<file path="src/rtl/max7219_chain_rx_pkg.sv">
// Shared definitions for the MAX7219 chain receiver.
//   HDR                : header nibble a transmitter puts in bits [15:12] (ignored on receive)
//   REG_*              : register addresses decoded from bits [11:8] of a 16-bit word
//   max7219_word_t     : one 16-bit serial word split into {hdr, addr, data}
package max7219_types;

  localparam logic [3:0] HDR            = 4'h0;

  localparam logic [3:0] REG_NOOP       = 4'h0;
  localparam logic [3:0] REG_ROW_0      = 4'h1;
  localparam logic [3:0] REG_ROW_1      = 4'h2;
  localparam logic [3:0] REG_ROW_2      = 4'h3;
  localparam logic [3:0] REG_ROW_3      = 4'h4;
  localparam logic [3:0] REG_ROW_4      = 4'h5;
  localparam logic [3:0] REG_ROW_5      = 4'h6;
  localparam logic [3:0] REG_ROW_6      = 4'h7;
  localparam logic [3:0] REG_ROW_7      = 4'h8;
  localparam logic [3:0] REG_DECODE     = 4'h9;
  localparam logic [3:0] REG_INTENSITY  = 4'hA;
  localparam logic [3:0] REG_SCAN_LIMIT = 4'hB;
  localparam logic [3:0] REG_SHUTDOWN   = 4'hC;
  localparam logic [3:0] REG_DISPLAY_TEST = 4'hF;

  typedef struct packed {
    logic [3:0] hdr;
    logic [3:0] addr;
    logic [7:0] data;
  } max7219_word_t;

endpackage

</file>
<file path="src/rtl/max7219_sync_edge.sv">
// Two-flop synchroniser followed by a history flop for one asynchronous input.
//   clk_i   : system clock
//   srst_i  : synchronous active-high reset, all three flops load RESET_VAL
//   async_i : asynchronous input pin
//   level_o : synchronised level (second stage)
//   rise_o  : one-cycle pulse, second stage high and history low
//   fall_o  : one-cycle pulse, second stage low and history high
module max7219_sync_edge #(
  parameter logic RESET_VAL = 1'b0
) (
  input  logic clk_i,
  input  logic srst_i,
  input  logic async_i,
  output logic level_o,
  output logic rise_o,
  output logic fall_o
);

  logic meta_q;
  logic sync_q;
  logic hist_q;

  always_ff @(posedge clk_i) begin
    if (srst_i) begin
      meta_q <= RESET_VAL;
      sync_q <= RESET_VAL;
      hist_q <= RESET_VAL;
    end else begin
      meta_q <= async_i;
      sync_q <= meta_q;
      hist_q <= sync_q;
    end
  end

  assign level_o = sync_q;
  assign rise_o  = sync_q & ~hist_q;
  assign fall_o  = ~sync_q & hist_q;

endmodule

</file>
<file path="src/rtl/max7219_chain_rx.sv">
// Behavioural receiver for a daisy chain of DISP_ROWS*DISP_COLUMNS MAX7219 devices.
// Oversamples the serial CLK/DIN/CS lines, shifts the N*16-bit chain register and,
// when CS rises after exactly N*16 bits, commits one word into every device's
// register file on the same clock edge.
//   i_Clk, i_Rst        : system clock, synchronous active-high reset
//   i_MAX7219_CLK/DIN/CS: serial link inputs (asynchronous)
//   o_MAX7219_DOUT      : registered MSB of the chain shift register
//   o_Digits            : digit registers 0..7 per device
//   o_Intensity, o_Scan_Limit, o_Decode_Mode, o_Shutdown_n, o_Display_Test : control regs
//   o_Load_Strobe       : one-cycle pulse on a committed frame
//   o_Frame_Err         : one-cycle pulse when CS rises with the wrong bit count
module max7219_chain_rx
  import max7219_types::*;
#(
  parameter int DISP_ROWS    = 1,
  parameter int DISP_COLUMNS = 1
) (
  input  logic i_Clk,
  input  logic i_Rst,
  input  logic i_MAX7219_CLK,
  input  logic i_MAX7219_DIN,
  input  logic i_MAX7219_CS,
  output logic o_MAX7219_DOUT,
  output logic [DISP_ROWS-1:0][DISP_COLUMNS-1:0][7:0][7:0] o_Digits,
  output logic [DISP_ROWS-1:0][DISP_COLUMNS-1:0][3:0]      o_Intensity,
  output logic [DISP_ROWS-1:0][DISP_COLUMNS-1:0][2:0]      o_Scan_Limit,
  output logic [DISP_ROWS-1:0][DISP_COLUMNS-1:0][7:0]      o_Decode_Mode,
  output logic [DISP_ROWS-1:0][DISP_COLUMNS-1:0]           o_Shutdown_n,
  output logic [DISP_ROWS-1:0][DISP_COLUMNS-1:0]           o_Display_Test,
  output logic o_Load_Strobe,
  output logic o_Frame_Err
);

  localparam int N     = DISP_ROWS * DISP_COLUMNS;
  localparam int NBITS = N * 16;
  localparam int CNT_W = $clog2(NBITS + 2);
  localparam logic [CNT_W-1:0] CNT_FULL = CNT_W'(NBITS);
  localparam logic [CNT_W-1:0] CNT_SAT  = CNT_W'(NBITS + 1);

  // ---------------------------------------------------------------- input sync
  logic sclk_level, sclk_rise, sclk_fall;
  logic din_level, din_rise, din_fall;
  logic cs_level, cs_rise, cs_fall;

  max7219_sync_edge #(.RESET_VAL(1'b0)) u_sync_clk (
    .clk_i(i_Clk), .srst_i(i_Rst), .async_i(i_MAX7219_CLK),
    .level_o(sclk_level), .rise_o(sclk_rise), .fall_o(sclk_fall)
  );

  max7219_sync_edge #(.RESET_VAL(1'b0)) u_sync_din (
    .clk_i(i_Clk), .srst_i(i_Rst), .async_i(i_MAX7219_DIN),
    .level_o(din_level), .rise_o(din_rise), .fall_o(din_fall)
  );

  // CS idles high, so it resets high: a reset while CS is low then shows a
  // clean fall afterwards and the next transfer starts from bit 0.
  max7219_sync_edge #(.RESET_VAL(1'b1)) u_sync_cs (
    .clk_i(i_Clk), .srst_i(i_Rst), .async_i(i_MAX7219_CS),
    .level_o(cs_level), .rise_o(cs_rise), .fall_o(cs_fall)
  );

  logic [4:0] unused_edges;
  assign unused_edges = {sclk_level, sclk_fall, din_rise, din_fall, 1'b0};

  // ------------------------------------------------- shift register / counter
  logic [NBITS-1:0] sr_q, sr_d;
  logic [CNT_W-1:0] cnt_q, cnt_d;
  logic             shift_en;
  logic             commit;
  logic             frame_err;
  logic             strobe_q, err_q, dout_q;

  // A CLK rise seen in the same cycle as the CS rise is dropped because the
  // synchronised CS level is already high.
  assign shift_en  = sclk_rise & ~cs_level;
  assign commit    = cs_rise & (cnt_q == CNT_FULL);
  assign frame_err = cs_rise & (cnt_q != CNT_FULL);

  always_comb begin
    sr_d  = sr_q;
    cnt_d = cnt_q;
    if (shift_en) begin
      sr_d = {sr_q[NBITS-2:0], din_level};
      if (cnt_q != CNT_SAT) begin
        cnt_d = cnt_q + 1'b1;
      end
    end
    // The shift register keeps its contents across frames; only the count restarts.
    if (cs_fall) begin
      cnt_d = '0;
    end
  end

  always_ff @(posedge i_Clk) begin
    if (i_Rst) begin
      sr_q     <= '0;
      cnt_q    <= '0;
      strobe_q <= 1'b0;
      err_q    <= 1'b0;
      dout_q   <= 1'b0;
    end else begin
      sr_q     <= sr_d;
      cnt_q    <= cnt_d;
      strobe_q <= commit;
      err_q    <= frame_err;
      dout_q   <= sr_d[NBITS-1];
    end
  end

  assign o_Load_Strobe  = strobe_q;
  assign o_Frame_Err    = err_q;
  assign o_MAX7219_DOUT = dout_q;

  // ---------------------------------------------------- per-device registers
  // Device 0 sits nearest DIN, so it owns the lowest (most recently shifted) word.
  genvar gi;
  generate
    for (gi = 0; gi < N; gi++) begin : g_dev
      localparam int ROW = gi / DISP_COLUMNS;
      localparam int COL = gi % DISP_COLUMNS;

      max7219_word_t   word;
      logic [3:0]      unused_hdr;
      logic [7:0][7:0] digits_q, digits_d;
      logic [7:0]      decode_q, decode_d;
      logic [3:0]      intensity_q, intensity_d;
      logic [2:0]      scan_q, scan_d;
      logic            shutdown_n_q, shutdown_n_d;
      logic            test_q, test_d;

      assign word       = max7219_word_t'(sr_q[16*gi +: 16]);
      assign unused_hdr = word.hdr;

      always_comb begin
        digits_d     = digits_q;
        decode_d     = decode_q;
        intensity_d  = intensity_q;
        scan_d       = scan_q;
        shutdown_n_d = shutdown_n_q;
        test_d       = test_q;
        if (commit) begin
          case (word.addr)
            REG_ROW_0, REG_ROW_1, REG_ROW_2, REG_ROW_3,
            REG_ROW_4, REG_ROW_5, REG_ROW_6, REG_ROW_7:
              digits_d[3'(word.addr - REG_ROW_0)] = word.data;
            REG_DECODE:       decode_d     = word.data;
            REG_INTENSITY:    intensity_d  = word.data[3:0];
            REG_SCAN_LIMIT:   scan_d       = word.data[2:0];
            REG_SHUTDOWN:     shutdown_n_d = word.data[0];
            REG_DISPLAY_TEST: test_d       = word.data[0];
            default: ;  // no-op and the unused 0xD/0xE addresses
          endcase
        end
      end

      always_ff @(posedge i_Clk) begin
        if (i_Rst) begin
          digits_q     <= '0;
          decode_q     <= '0;
          intensity_q  <= '0;
          scan_q       <= '0;
          shutdown_n_q <= 1'b0;
          test_q       <= 1'b0;
        end else begin
          digits_q     <= digits_d;
          decode_q     <= decode_d;
          intensity_q  <= intensity_d;
          scan_q       <= scan_d;
          shutdown_n_q <= shutdown_n_d;
          test_q       <= test_d;
        end
      end

      assign o_Digits[ROW][COL]       = digits_q;
      assign o_Decode_Mode[ROW][COL]  = decode_q;
      assign o_Intensity[ROW][COL]    = intensity_q;
      assign o_Scan_Limit[ROW][COL]   = scan_q;
      assign o_Shutdown_n[ROW][COL]   = shutdown_n_q;
      assign o_Display_Test[ROW][COL] = test_q;
    end
  endgenerate

endmodule

</file>
<file path="config.mk">
export PLATFORM = sky130hd
export DESIGN_NAME = max7219_chain_rx
export DESIGN_NICKNAME = d
export VERILOG_FILES = /design/src/rtl/max7219_chain_rx_pkg.sv /design/src/rtl/max7219_sync_edge.sv /design/src/rtl/max7219_chain_rx.sv
export SDC_FILE = /design/constraint.sdc
export NUM_CORES = 1
export LEC_CHECK = 0
export ABC_AREA = 0
export BUFFER_PORTS_ARGS = -buffer_cell sky130_fd_sc_hd__buf_2
export CAP_MARGIN = 20
export CORE_MARGIN = 5
export CORE_UTILIZATION = 49
export CTS_CLUSTER_DIAMETER = 30
export DETAILED_ROUTE_END_ITERATION = 8
export PLACE_DENSITY_LB_ADDON = 0.25
export SLEW_MARGIN = 10
export SYNTH_ARGS = -nofsm -noshare
export SYNTH_HDL_FRONTEND = slang
export SYNTH_HIERARCHICAL = 1
export SYNTH_SLANG_ARGS = --single-unit
export TNS_END_PERCENT = 20
</file>
<file path="constraint.sdc">
create_clock -name i_Clk -period 2.23 [get_ports i_Clk]
set_input_delay 0.223 -clock i_Clk [delete_from_list [all_inputs] [get_ports i_Clk]]
set_output_delay 0.223 -clock i_Clk [all_outputs]
set_load 0.01 [all_outputs]
</file>
---- Yosys cells after proc, flatten, opt, wreduce, memory -nomap -nowiden ----
Cells that the tools add are included.
word-level totals
  bits in registers ....................... 112
  input bits .............................. 5
  output and inout bits ................... 84
  logic and storage cells ................. 68
operators by class
  $add $sub $neg .......................... 2
  order comparisons ....................... 2
  equality and inequality tests ........... 16
  mux-type cells .......................... 3
  bitwise logic cells ..................... 9
  reductions and logical operators ........ 10
operators by type and width
  kind                   count
  $bwmux W64             1
  $demux W8 S3           1
  $eq A4 B4 Y1 const B   6
  $eq A4 B3 Y1 const B   4
  $reduce_and A2 Y1      7
  $ne A5 B5 Y1 const B   2
  $eq A4 B2 Y1 const B   2
  $mux W8                1
  $reduce_or A8 Y1       1
  $and A1 B1 Y1          6
  $add A5 B1 Y5 const B  1
  $eq A5 B5 Y1 const B   1
  $eq A4 B1 Y1 const B   1
  $lt A3 B4 Y1 const B   1
  $ge A3 B1 Y1 const B   1
  $not A1 Y1             3
  $sub A3 B1 Y3 const B  1
  $reduce_or A2 Y1       1
  $logic_and A1 B1 Y1    1

---- Logic depth before layout (Yosys ltp) ----
  depth in word-level cells ............... 6
  gate-level depth with buffers ........... 8
  gate-level depth less buffers ........... 6

---- Cells and area by module ----
Netlist, hierarchy kept.
modules (own cells, without submodules)
  module                               instances  cells an instance  area each (um^2)
  max7219_chain_rx                     1          417                4305.4
  max7219_sync_edge at u_sync_clk ...  2          8                  91.3
  max7219_sync_edge at u_sync_cs       1          8                  92.6

---- Least setup slack after synthesis ----
Ideal clock, no wire load.
  kind .................................... reg2reg
  start point ............................. reg sr_q[8] (netlist: g_dev[0].word[8])
  end point ............................... reg g_dev[0].digits_q, in the netlist o_Digits[40]
  data arrival time ....................... 2.076 ns
  data required time ...................... 2.158 ns
  path slack .............................. 0.083 ns
  stages on the path, launching flop included .. 9
  buffers on the path ..................... 2
  path through ............................ dfxtp_1 clkbuf_2 inv_1 ha_1 or3b_4 o22ai_4 and4_1 buf_6 mux2i_1
on the way
  longest elaborated chain between the ends .. 6
ends and longest elaborated chain
  item                                                                       line                     text
  from (decl)                                                                max7219_chain_rx.sv:66   logic [NBITS-1:0] sr_q, sr_d;
  from (signal assigned)                                                     max7219_chain_rx.sv:102  sr_q <= sr_d;
  $sub A3 B1 Y3                                                              max7219_chain_rx.sv:145  digits_d[3'(word.addr - REG_ROW_0)] = word.data;
  $lt A3 B4 Y1 (not written as such) / $ge A3 B1 Y1 (equally long branches)  max7219_chain_rx.sv:145
  $logic_and A1 B1 Y1 (not written as such)                                  max7219_chain_rx.sv:145
  $mux W8 (not written as such)                                              max7219_chain_rx.sv:145
  $demux W8 S3                                                               max7219_chain_rx.sv:145
  $bwmux W64                                                                 max7219_chain_rx.sv:145
  to (signal assigned)                                                       max7219_chain_rx.sv:165  digits_q <= digits_d;
  to (decl)                                                                  max7219_chain_rx.sv:124  logic [7:0][7:0] digits_q, digits_d;
Several ways; a longest one is shown, not always the timed one.
A chain may end at the register's enable or synchronous reset.

---- Worst setup path after layout ----
  start point ............................. reg sr_q[9] (netlist: g_dev[0].word[9])
  end point ............................... reg g_dev[0].digits_q, in the netlist o_Digits[43]
Same word-level chain as after synthesis.

==> metrics.cfg <==
[layout]
diodes = 0
drive_gt1_share_pct = 25.15
fin_area_mm2 = 0.005251
area_delta_synth_final_pct = 15.78
final_cells = 628
utilization_pct = 57.38
nets = 525

[floorplan]
coreArea_mm2 = 0.009153
dieArea_mm2 = 0.01128
rows = 35
die_x_um = 106.2
start_util_pct = 49.56
ioPinCount = 89
die_h_um = 106.2

[yosys]
syn_avg_cell_area_um2 = 10.40
synthesis.nets = 448
syn_inst = 436
netlist_area_mm2 = 0.004536
yosysWarnings = 6

[clocking]
cts_buffers = 9
clk_pin_slew_ps = 100
clk_path_buf_depth = 2
clk_latency_ps = 380
cts_setup_buffers = 0
post_cts_resized = 0
clock-sinks = 112
htreeDepth = 3
cts_root_buf = clkbuf_8
cts_tree = done
postCtsHoldBufs = 0

[timing]
period_share_pct = 92.93
rsz0062_at_grt = false
slew_headroom_pct = 59.42
slew_violations = 0
tightest_slew_ps = 608.8
fmax_ghz = 0.4826
tns_ps = 0
skew_ps = 18.34
hold_viol_final = 0
setup_viol_count_final = 0
period_minus_slack_ps = 2072
whs_ps = 32.98

[drt]
wire_per_inst_um = 15.34
first_pass_iters = 4
viasPerCell = 5.040
drtIter0Drc = 122
dr_total_vias = 3165
final_antenna_net_count = 0
routed_wl_mm = 9.631
drc_errors = 0

[global_routing]
antenna_found_initial = 0
grt-ovfl-total = 0
grt_pass1_vias = 3061
grt.total_usage_pct = 17.24
grt_max_degree = 41
grt_pass1_wl_mm = 15.53

[worst_setup_path]
end_kind = flip-flop
arrival_ps = 2370
worstSetupPathType = reg -> reg
critPathMaxFanout = 8
startpoint_type = flip-flop
required_ps = 2530

[placement]
place_hpwl_mm = 6.737
dpl_cell_area_mm2 = 0.005076
port_buffers = 88
routabilityCongestion = 0.8436
dp_cells = 613

[pwr]
pwr_density_cell_mw_per_mm2 = 609.5
vdd_ir_drop_max_v = 0.0003836
p_leak_nw = 2.639

[run]
max-cap-violations = 0

[outcome]
outcome = complete, no violations

[worst_hold_path]
hold_path_class = in -> reg

-- flip-flops by register name (all words and copies together) (netlist names), 3 cells and up --
name and cells:
o_Decode_Mode 8, o_Intensity 4, cnt_q 5, g_dev.word 16, o_Digits 64, o_Scan_Limit 3
-- layer usage --
layer | wire length (um) | GRT usage (%) | vias to the layer above
li1 | - | - | 1585
met1 | 4543 | 22.02 | 1487
met2 | 4448 | 27.96 | 75
met3 | 474 | 4.250 | 18
met4 | 163 | 6.846 | 0
met5 | 0 | 0 | -
-- placed cells by master (no fill, tap or decap), types with 9 or more instances in the layout --
master and instances:
dfxtp_1 112, buf_2 88, mux2i_1 82, nand2b_1 74
nand2_1 34, nor2_1 25, a21oi_1 17, buf_4 12
nor2b_1 9, clkbuf_8 9
-- layout make-up --
cell class / count / area, um^2
multi-input cells: 285 / 2146
fillers: 835 / 3901
flip-flops and latches: 112 / 2242
repair buffers: 100 / 530.5
clock inverters: 6 / 51.30
well taps: 111 / 138.9
clock buffers: 9 / 123.9
inverters: 5 / 18.77
-- power by group --
group	internal (mW)	switching (mW)	total [mW]
combinational	0.0335	0.0370	0.0705
sequential	2.01	0.00235	2.01
clock	0.421	0.702	1.12
total	2.46	0.741	3.20
-- critical path: stages, from the launching register on --
cell	delay, ps
dfxtp_1	400
inv_1	90
ha_1	240
or3b_4	400
o22ai_4	250
and4_1	230
buf_4	190
mux2i_1	200
-- final timing paths --
path                                          end  cells past startpoint              from  slack (ps)
worst max-delay path                 o_Digits[43]                      7  g_dev[0].word[9]         160
worst min register to register  u_sync_cs/level_o                      1  u_sync_cs/meta_q         430
worst min-delay path             u_sync_cs/meta_q                      2      i_MAX7219_CS          30
worst max register to register       o_Digits[43]                      7  g_dev[0].word[9]         160
-- per-stage QoR --
step	total power, mW	worst slack [ps]
6_report	3.201	157.7
5_1_grt	3.339	21.60
4_1_cts	3.234	135.0
3_5_place_dp	2.124	150.4
3_3_place_gp	2.124	242.6
2_1_floorplan	2.106	82.75
Power figures use the tool's default switching activity.
